$ cat config.mk
export PLATFORM = sky130hd
export DESIGN_NAME = pwm_peripheral
export DESIGN_NICKNAME = d
export VERILOG_FILES = /design/src/rtl/pwm_peripheral.sv
export SDC_FILE = /design/constraint.sdc
export NUM_CORES = 1
export LEC_CHECK = 0
export ABC_CLOCK_PERIOD_IN_PS = 5800
export BUFFER_PORTS_ARGS = -buffer_cell sky130_fd_sc_hd__buf_2
export CORE_MARGIN = 8
export CORE_UTILIZATION = 52
export DETAILED_ROUTE_END_ITERATION = 8
export PLACE_DENSITY_LB_ADDON = 0.05
export SKIP_LAST_GASP = 1
export SLEW_MARGIN = 20
export SYNTH_ARGS = -nofsm -noshare
export SYNTH_HDL_FRONTEND = slang
export SYNTH_SLANG_ARGS = --single-unit
$ cat constraint.sdc
create_clock -name clk -period 5.8 [get_ports clk]
set_clock_uncertainty 0.2 [all_clocks]
set_input_delay 0.58 -clock clk [delete_from_list [all_inputs] [get_ports clk]]
set_output_delay 0.58 -clock clk [all_outputs]
set_load 0.05 [all_outputs]
$ cat src/rtl/pwm_peripheral.sv
// PWM output stage: prescaled 8-bit period counter, period-synchronised duty shadow,
// and per-pin low / static-high / PWM selection into 16 registered chip outputs.
module pwm_peripheral #(
  parameter int W       = 8,
  parameter int CLK_DIV = 12
) (
  input  logic           clk,
  input  logic           rst_n,
  input  logic [W-1:0]   en_reg_out_7_0,
  input  logic [W-1:0]   en_reg_out_15_8,
  input  logic [W-1:0]   en_reg_pwm_7_0,
  input  logic [W-1:0]   en_reg_pwm_15_8,
  input  logic [W-1:0]   pwm_duty_cycle,
  output logic [2*W-1:0] out,
  output logic           period_start
);

  localparam int            PS_W    = (CLK_DIV > 1) ? $clog2(CLK_DIV) : 1;
  localparam logic [PS_W-1:0] PS_LAST = PS_W'(CLK_DIV - 1);
  localparam logic [W-1:0]  CNT_MAX = '1;

  logic [PS_W-1:0] prescaler;
  logic [W-1:0]    pwm_cnt;
  logic [W-1:0]    duty_shadow;
  logic            step;
  logic            wrap;
  logic            pwm_sig;
  logic [2*W-1:0]  en_out;
  logic [2*W-1:0]  en_pwm;
  logic [2*W-1:0]  out_nxt;

  assign en_out = {en_reg_out_15_8, en_reg_out_7_0};
  assign en_pwm = {en_reg_pwm_15_8, en_reg_pwm_7_0};
  assign step   = (prescaler == PS_LAST);
  assign wrap   = step && (pwm_cnt == CNT_MAX);

  // Full-scale duty is special-cased so the pin never dips low at the counter wrap
  always_comb begin
    pwm_sig = 1'b0;
    if (duty_shadow == CNT_MAX) pwm_sig = 1'b1;
    else                        pwm_sig = (pwm_cnt < duty_shadow);
  end

  assign out_nxt = en_out & (~en_pwm | {(2*W){pwm_sig}});

  // Stage boundary: counter state, duty shadow and output pins all register here
  always_ff @(posedge clk or negedge rst_n) begin
    if (!rst_n) begin
      prescaler    <= '0;
      pwm_cnt      <= '0;
      duty_shadow  <= '0;
      period_start <= 1'b0;
      out          <= '0;
    end else begin
      prescaler    <= step ? '0 : prescaler + 1'b1;
      if (step) pwm_cnt <= pwm_cnt + 1'b1;
      if (wrap) duty_shadow <= pwm_duty_cycle;
      period_start <= wrap;
      out          <= out_nxt;
    end
  end

endmodule
; ---- Yosys cells after proc, flatten, opt, wreduce, memory -nomap -nowiden
; Cells that the tools add are included.
[totals]
elab_cells = 17
inputBits = 42
ff_bits = 37
out_inout_bits = 17
[classes]
add_sub_neg = 2
mux = 2
reduce_logical = 1
order_cmp = 1
bitwise = 3
eq_ne = 3
[op_table]
columns = cell, n
row1 = AND 16 bit, 1
row2 = "== test 8 bit, second input constant", 2
row3 = NOT 16 bit, 1
row4 = bitwise OR 16 bit, 1
row5 = "adder 8 x 1 -> 8 bit, second input constant", 1
row6 = < comparator 8 bit, 1
row7 = "adder 4 x 1 -> 4 bit, second input constant", 1
row8 = "== test 4 bit, second input constant", 1
row9 = 2-to-1 mux 4 bit, 1
row10 = logical AND 1 bit, 1
row11 = 2-to-1 mux 1 bit, 1

; ---- Logic depth before layout (Yosys ltp)
[depth]
word_depth = 4
depth_mapped = 7
mapped_depth_nobuf = 6

; ---- Least setup slack after synthesis
; Ideal clock, no wire load.
[synth_path]
path_type = register to register
startpoint = reg pwm_cnt[5]
endpoint = reg out[10]
n_path_buf = 1
setup_slack_ps = 3894
required_ps = 5478
t_arrival_ps = 1584
period_less_slack_ps = 1906
stages_incl_launch_ff = 7
setup_time_ps = 122
path_cell_list = dfrtp_1 -> ha_1 -> and4_1 -> o21ai_1 -> o32ai_2 -> buf_6 -> a21boi_2
[synth_between]
elab_chain_len = 4
[synth_rtl]
columns = item, line
row1 = start: declaration, 23  ; logic [W-1:0] pwm_cnt;
row2 = start signal: assignment, 56  ; if (step) pwm_cnt <= pwm_cnt + 1'b1;
row3 = < comparator 8 bit, 41  ; else pwm_sig = (pwm_cnt < duty_shadow);
row4 = 2-to-1 mux 1 bit, 40  ; if (duty_shadow == CNT_MAX) pwm_sig = 1'b1;
row5 = bitwise OR 16 bit, 44  ; assign out_nxt = en_out & (~en_pwm | {(2*W){pwm_sig}});
row6 = AND 16 bit, 44
row7 = via out_nxt[10], 30  ; logic [2*W-1:0] out_nxt;
row8 = end signal: assignment, 59  ; out <= out_nxt;
row9 = end: declaration, 14  ; output logic [2*W-1:0] out,
; The timed path passes the listed nets, and every way through them passes these cells.
; A chain may end at the register's enable or synchronous reset.

; ---- Worst setup path in the final report
[layout_path]
startpoint = reg pwm_cnt[7]
endpoint = reg out[4]
; The elaborated chain is that of the path after synthesis.

==> run summary <==
Run status
• completed — run status

Power
• 0.468 mW — power after layout
• 228 nW/µm² — Power per Cell Area
• 1.07 nW — leakage power summed over all cells
• 202 µV — worst supply voltage drop on vdd

Timing
• 2.07 ns — final worst path period need
• 0 ns — final setup TNS
• 35.7% — post-route clock period utilization
• 0 — Setup violations, final
• 0.790 ns — slew at the pin closest to its max-slew limit
• 0 — Slew Viols, Final
• false — RSZ-0062 raised after global routing
• 47.3% — remaining max-slew budget at the tightest pin
• 483 MHz — FMAX
• 0 — final-report hold violation count

Route
• 2 — 1st-pass router iterations
• 0 — number of remaining DRC errors
• 0 — remaining number of nets flagged by the antenna check after routing
• 1158 — via count of the routed design
• 14.1 µm — post-DR wirelength/cell
• 21 — Iter 0 DRT Violations
• 3290 µm — total wirelength of the detailed-routed design
• 4.97 — post-detailed-route via-to-cell ratio

Finish
• 0 — number of diodes
• 239 — final net count
• sky130_fd_sc_hd__buf_2 — most frequent standard cell in the layout excluding fill and tap cells
• 24.5% — area growth from synthesis to layout
• 673 µm² — multi-input gate area in the final layout
• 2050 µm² — final instance area
• 249 — number of fill cells
• 926 µm² — area occupied by registers
• 47.6% — layout cells sized above 1
• sky130_fd_sc_hd__buf_2, sky130_fd_sc_hd__dfrtp_1, sky130_fd_sc_hd__a21boi_2 — most used cells in the layout excluding fill and tap cells

Synth
• 5.47% — mux cell area share after synthesis
• 3.72% — Synth Area in XOR/XNOR
• 29 — Distinct cells, synth
• 56.2% — area share of the leading cell type in the synthesized netlist
• sky130_fd_sc_hd__dfrtp_1, sky130_fd_sc_hd__a21boi_2, sky130_fd_sc_hd__ha_1 — top area cells in the synthesized netlist
• 1650 µm² — Mapped Area
• 37 — number of synthesized register bits
• 13.3 µm² — mean post-synth cell area
• 0 — synthesis warning total
• 124 — number of instances in the synthesized netlist
• compound AO/OA/AOI/OAI gates — combinational family with the most area after synthesis
• 9.87% — post-synthesis simple-gate area fraction
• 175 — number of nets in the synthesized netlist
• 15.0% — complex-gate fraction of the synthesized area
• sky130_fd_sc_hd__dfrtp_1 — post-synthesis cell type with the largest combined area
• 56.2% — sequential-to-total area share from yosys stat
• 6.83% — post-synthesis share of cell area spent on full adders, half adders and majority gates

Clocking
• 2 — number of levels the H-tree was split into
• 0.34 ns — clock latency at the later pin of the worst-skew pair
• 5 — total CTS buffers
• 0 — CTS-repair resized insts
• done — CTS tree
• 0.11 ns — clock transition at the registers of the reported paths
• 2 — largest buffer count on any clock path
• sky130_fd_sc_hd__clkbuf_4 — cell at the root of the clock tree
• 0 — postcts setup bufs
• 37 — # clock sinks
• 0 — # hold bufs at CTS

Worst setup path
• 0.43 ns — Crit path largest cell delay
• sky130_fd_sc_hd__dfrtp_1 — standard cell with the maximum stage delay on the critical path
• ha_1 > and4_1 > o21ai_1 > o32ai_2 > buf_4 > a21boi_0 — CP Cell Sequence
• 16 — highest fanout seen on the critical path
• 2.09 ns — Critical Path AT
• 1 — critical path buffer and inverter count
• 3.73 ns — register-to-register setup slack
• register — type of element launching the critical path
• register — endpoint type of the worst setup path
• compound AO/OA/AOI/OAI gates — delay-heaviest family, CP
• 5.82 ns — CP Data Required Time
• register to register — Worst Setup Path Type

Die
• 3030 µm² — core area
• 5230 µm² — Die Footprint
• 59 — I/O pin cnt
• 72.3 µm — Die Height
• 72.3 µm — horizontal die dimension
• 20 — Placement Rows
• 54.4% — starting utilization of the core area

Place
• 58 — number of port buffers
• 2610 µm — HPWL after detailed placement
• 1980 µm² — instance area after placement
• 0.752 — GP Congestion

GRT
• 13.5% — global-route total usage across every layer
• 0 — antenna violations before repair
• 1292 — via count of the first global-routing pass
• 38 — largest net degree at the start of global routing
• 5480 µm — global-route wire length before repair
• 0 — GR Overflow Total

Job
• 0 — max-cap viol count

Hold path
• primary input to asynchronous set/reset pin — path type of the worst min-delay path

synth_stat cells:
master and instances:
sky130_fd_sc_hd__a2111oi_4 1, sky130_fd_sc_hd__a21boi_0 6, sky130_fd_sc_hd__a21boi_2 10, sky130_fd_sc_hd__a21o_1 1
sky130_fd_sc_hd__a21oi_1 1, sky130_fd_sc_hd__a41o_1 1, sky130_fd_sc_hd__and3_1 2, sky130_fd_sc_hd__and4_1 1
sky130_fd_sc_hd__buf_4 1, sky130_fd_sc_hd__buf_6 1, sky130_fd_sc_hd__dfrtp_1 37, sky130_fd_sc_hd__ha_1 9
sky130_fd_sc_hd__inv_1 8, sky130_fd_sc_hd__mux2_2 8, sky130_fd_sc_hd__nand2_1 8, sky130_fd_sc_hd__nand2b_1 2
sky130_fd_sc_hd__nand2b_4 1, sky130_fd_sc_hd__nand3_1 4, sky130_fd_sc_hd__nand3b_4 1, sky130_fd_sc_hd__nand4_1 3
sky130_fd_sc_hd__nor2_1 4, sky130_fd_sc_hd__nor2_2 1, sky130_fd_sc_hd__nor3_1 1, sky130_fd_sc_hd__o21a_1 1
sky130_fd_sc_hd__o21ai_0 2, sky130_fd_sc_hd__o21ai_1 1, sky130_fd_sc_hd__o32ai_2 1, sky130_fd_sc_hd__xnor2_1 6
sky130_fd_sc_hd__xor2_1 1
report_power, final:
group / leakage [nW] / internal (mW) / total [mW] / switching (mW)
clock: 0.0413 / 0.0703 / 0.153 / 0.0830
combinational: 0.539 / 0.0175 / 0.0504 / 0.0329
sequential: 0.490 / 0.263 / 0.265 / 0.00137
flip-flops by register name, indices dropped and copies added, names as in the netlist:
register / count
out: 16
prescaler: 4
pwm_cnt: 8
period_start: 1
duty_shadow: 8
worst register-to-register path, cell delays in order (launching register included):
cell                       delay, ns
sky130_fd_sc_hd__dfrtp_1        0.43
sky130_fd_sc_hd__ha_1           0.33
sky130_fd_sc_hd__and4_1         0.19
sky130_fd_sc_hd__o21ai_1        0.08
sky130_fd_sc_hd__o32ai_2        0.29
sky130_fd_sc_hd__buf_4          0.29
sky130_fd_sc_hd__a21boi_0       0.13
area by class of cell:
type                       instances  area share (%)
tap                               44            2.68
multi-input combinational         77            32.8
clock buffer                       7            3.17
inverter                           8            1.46
sequential                        37            45.1
timing repair buffer              59            14.5
clock inverter                     1           0.244
stage by stage:
step,cells,hold WS [ns],utilization (%),setup slack (ns)
finish,233,0.107,67.8,3.73
global route,233,0.147,67.8,3.60
CTS,233,0.106,67.8,3.71
detailed placement,225,0.262,65.5,3.74
global placement,225,0.242,65.5,3.82
floorplan,124,0.0844,-,3.89
final timing paths:
| path | startpoint | end | depth (start not counted) |
|---|---|---|---|
| worst max-delay path | pwm_cnt[7]$_DFFE_PN0P_ | out[4]$_DFF_PN0_ | 6 |
| worst min-delay path | rst_n | period_start$_DFF_PN0_ | 1 |
| worst max register to register | pwm_cnt[7]$_DFFE_PN0P_ | out[4]$_DFF_PN0_ | 6 |
| worst min register to register | prescaler[0]$_DFF_PN0_ | prescaler[0]$_DFF_PN0_ | 1 |
| max in group asynchronous | rst_n | out[0]$_DFF_PN0_ | 1 |
| min in group clk | en_reg_pwm_15_8[3] | out[11]$_DFF_PN0_ | 2 |
layer usage:
metal | share of wire [%] | vias up | GRT usage, %
li1 | - | 560 | -
met1 | 38 | 554 | 13.3
met2 | 51 | 40 | 23.0
met3 | 9.5 | 4 | 8.13
met4 | 1.1 | 0 | 4.08
met5 | 0 | - | 0
cells by family (layout without fill, tap and decap cells):
| logic type | after synthesis | count (layout) |
|---|---|---|
| mux | 8 | 8 |
| fa+ha+maj | 9 | 9 |
| compound gates | 25 | 25 |
| xor+xnor | 7 | 7 |
| buf+inv | 10 | 75 |
| simple gates | 28 | 28 |
| flops | 37 | 37 |
No activity file was read; power rests on OpenSTA's default activity.
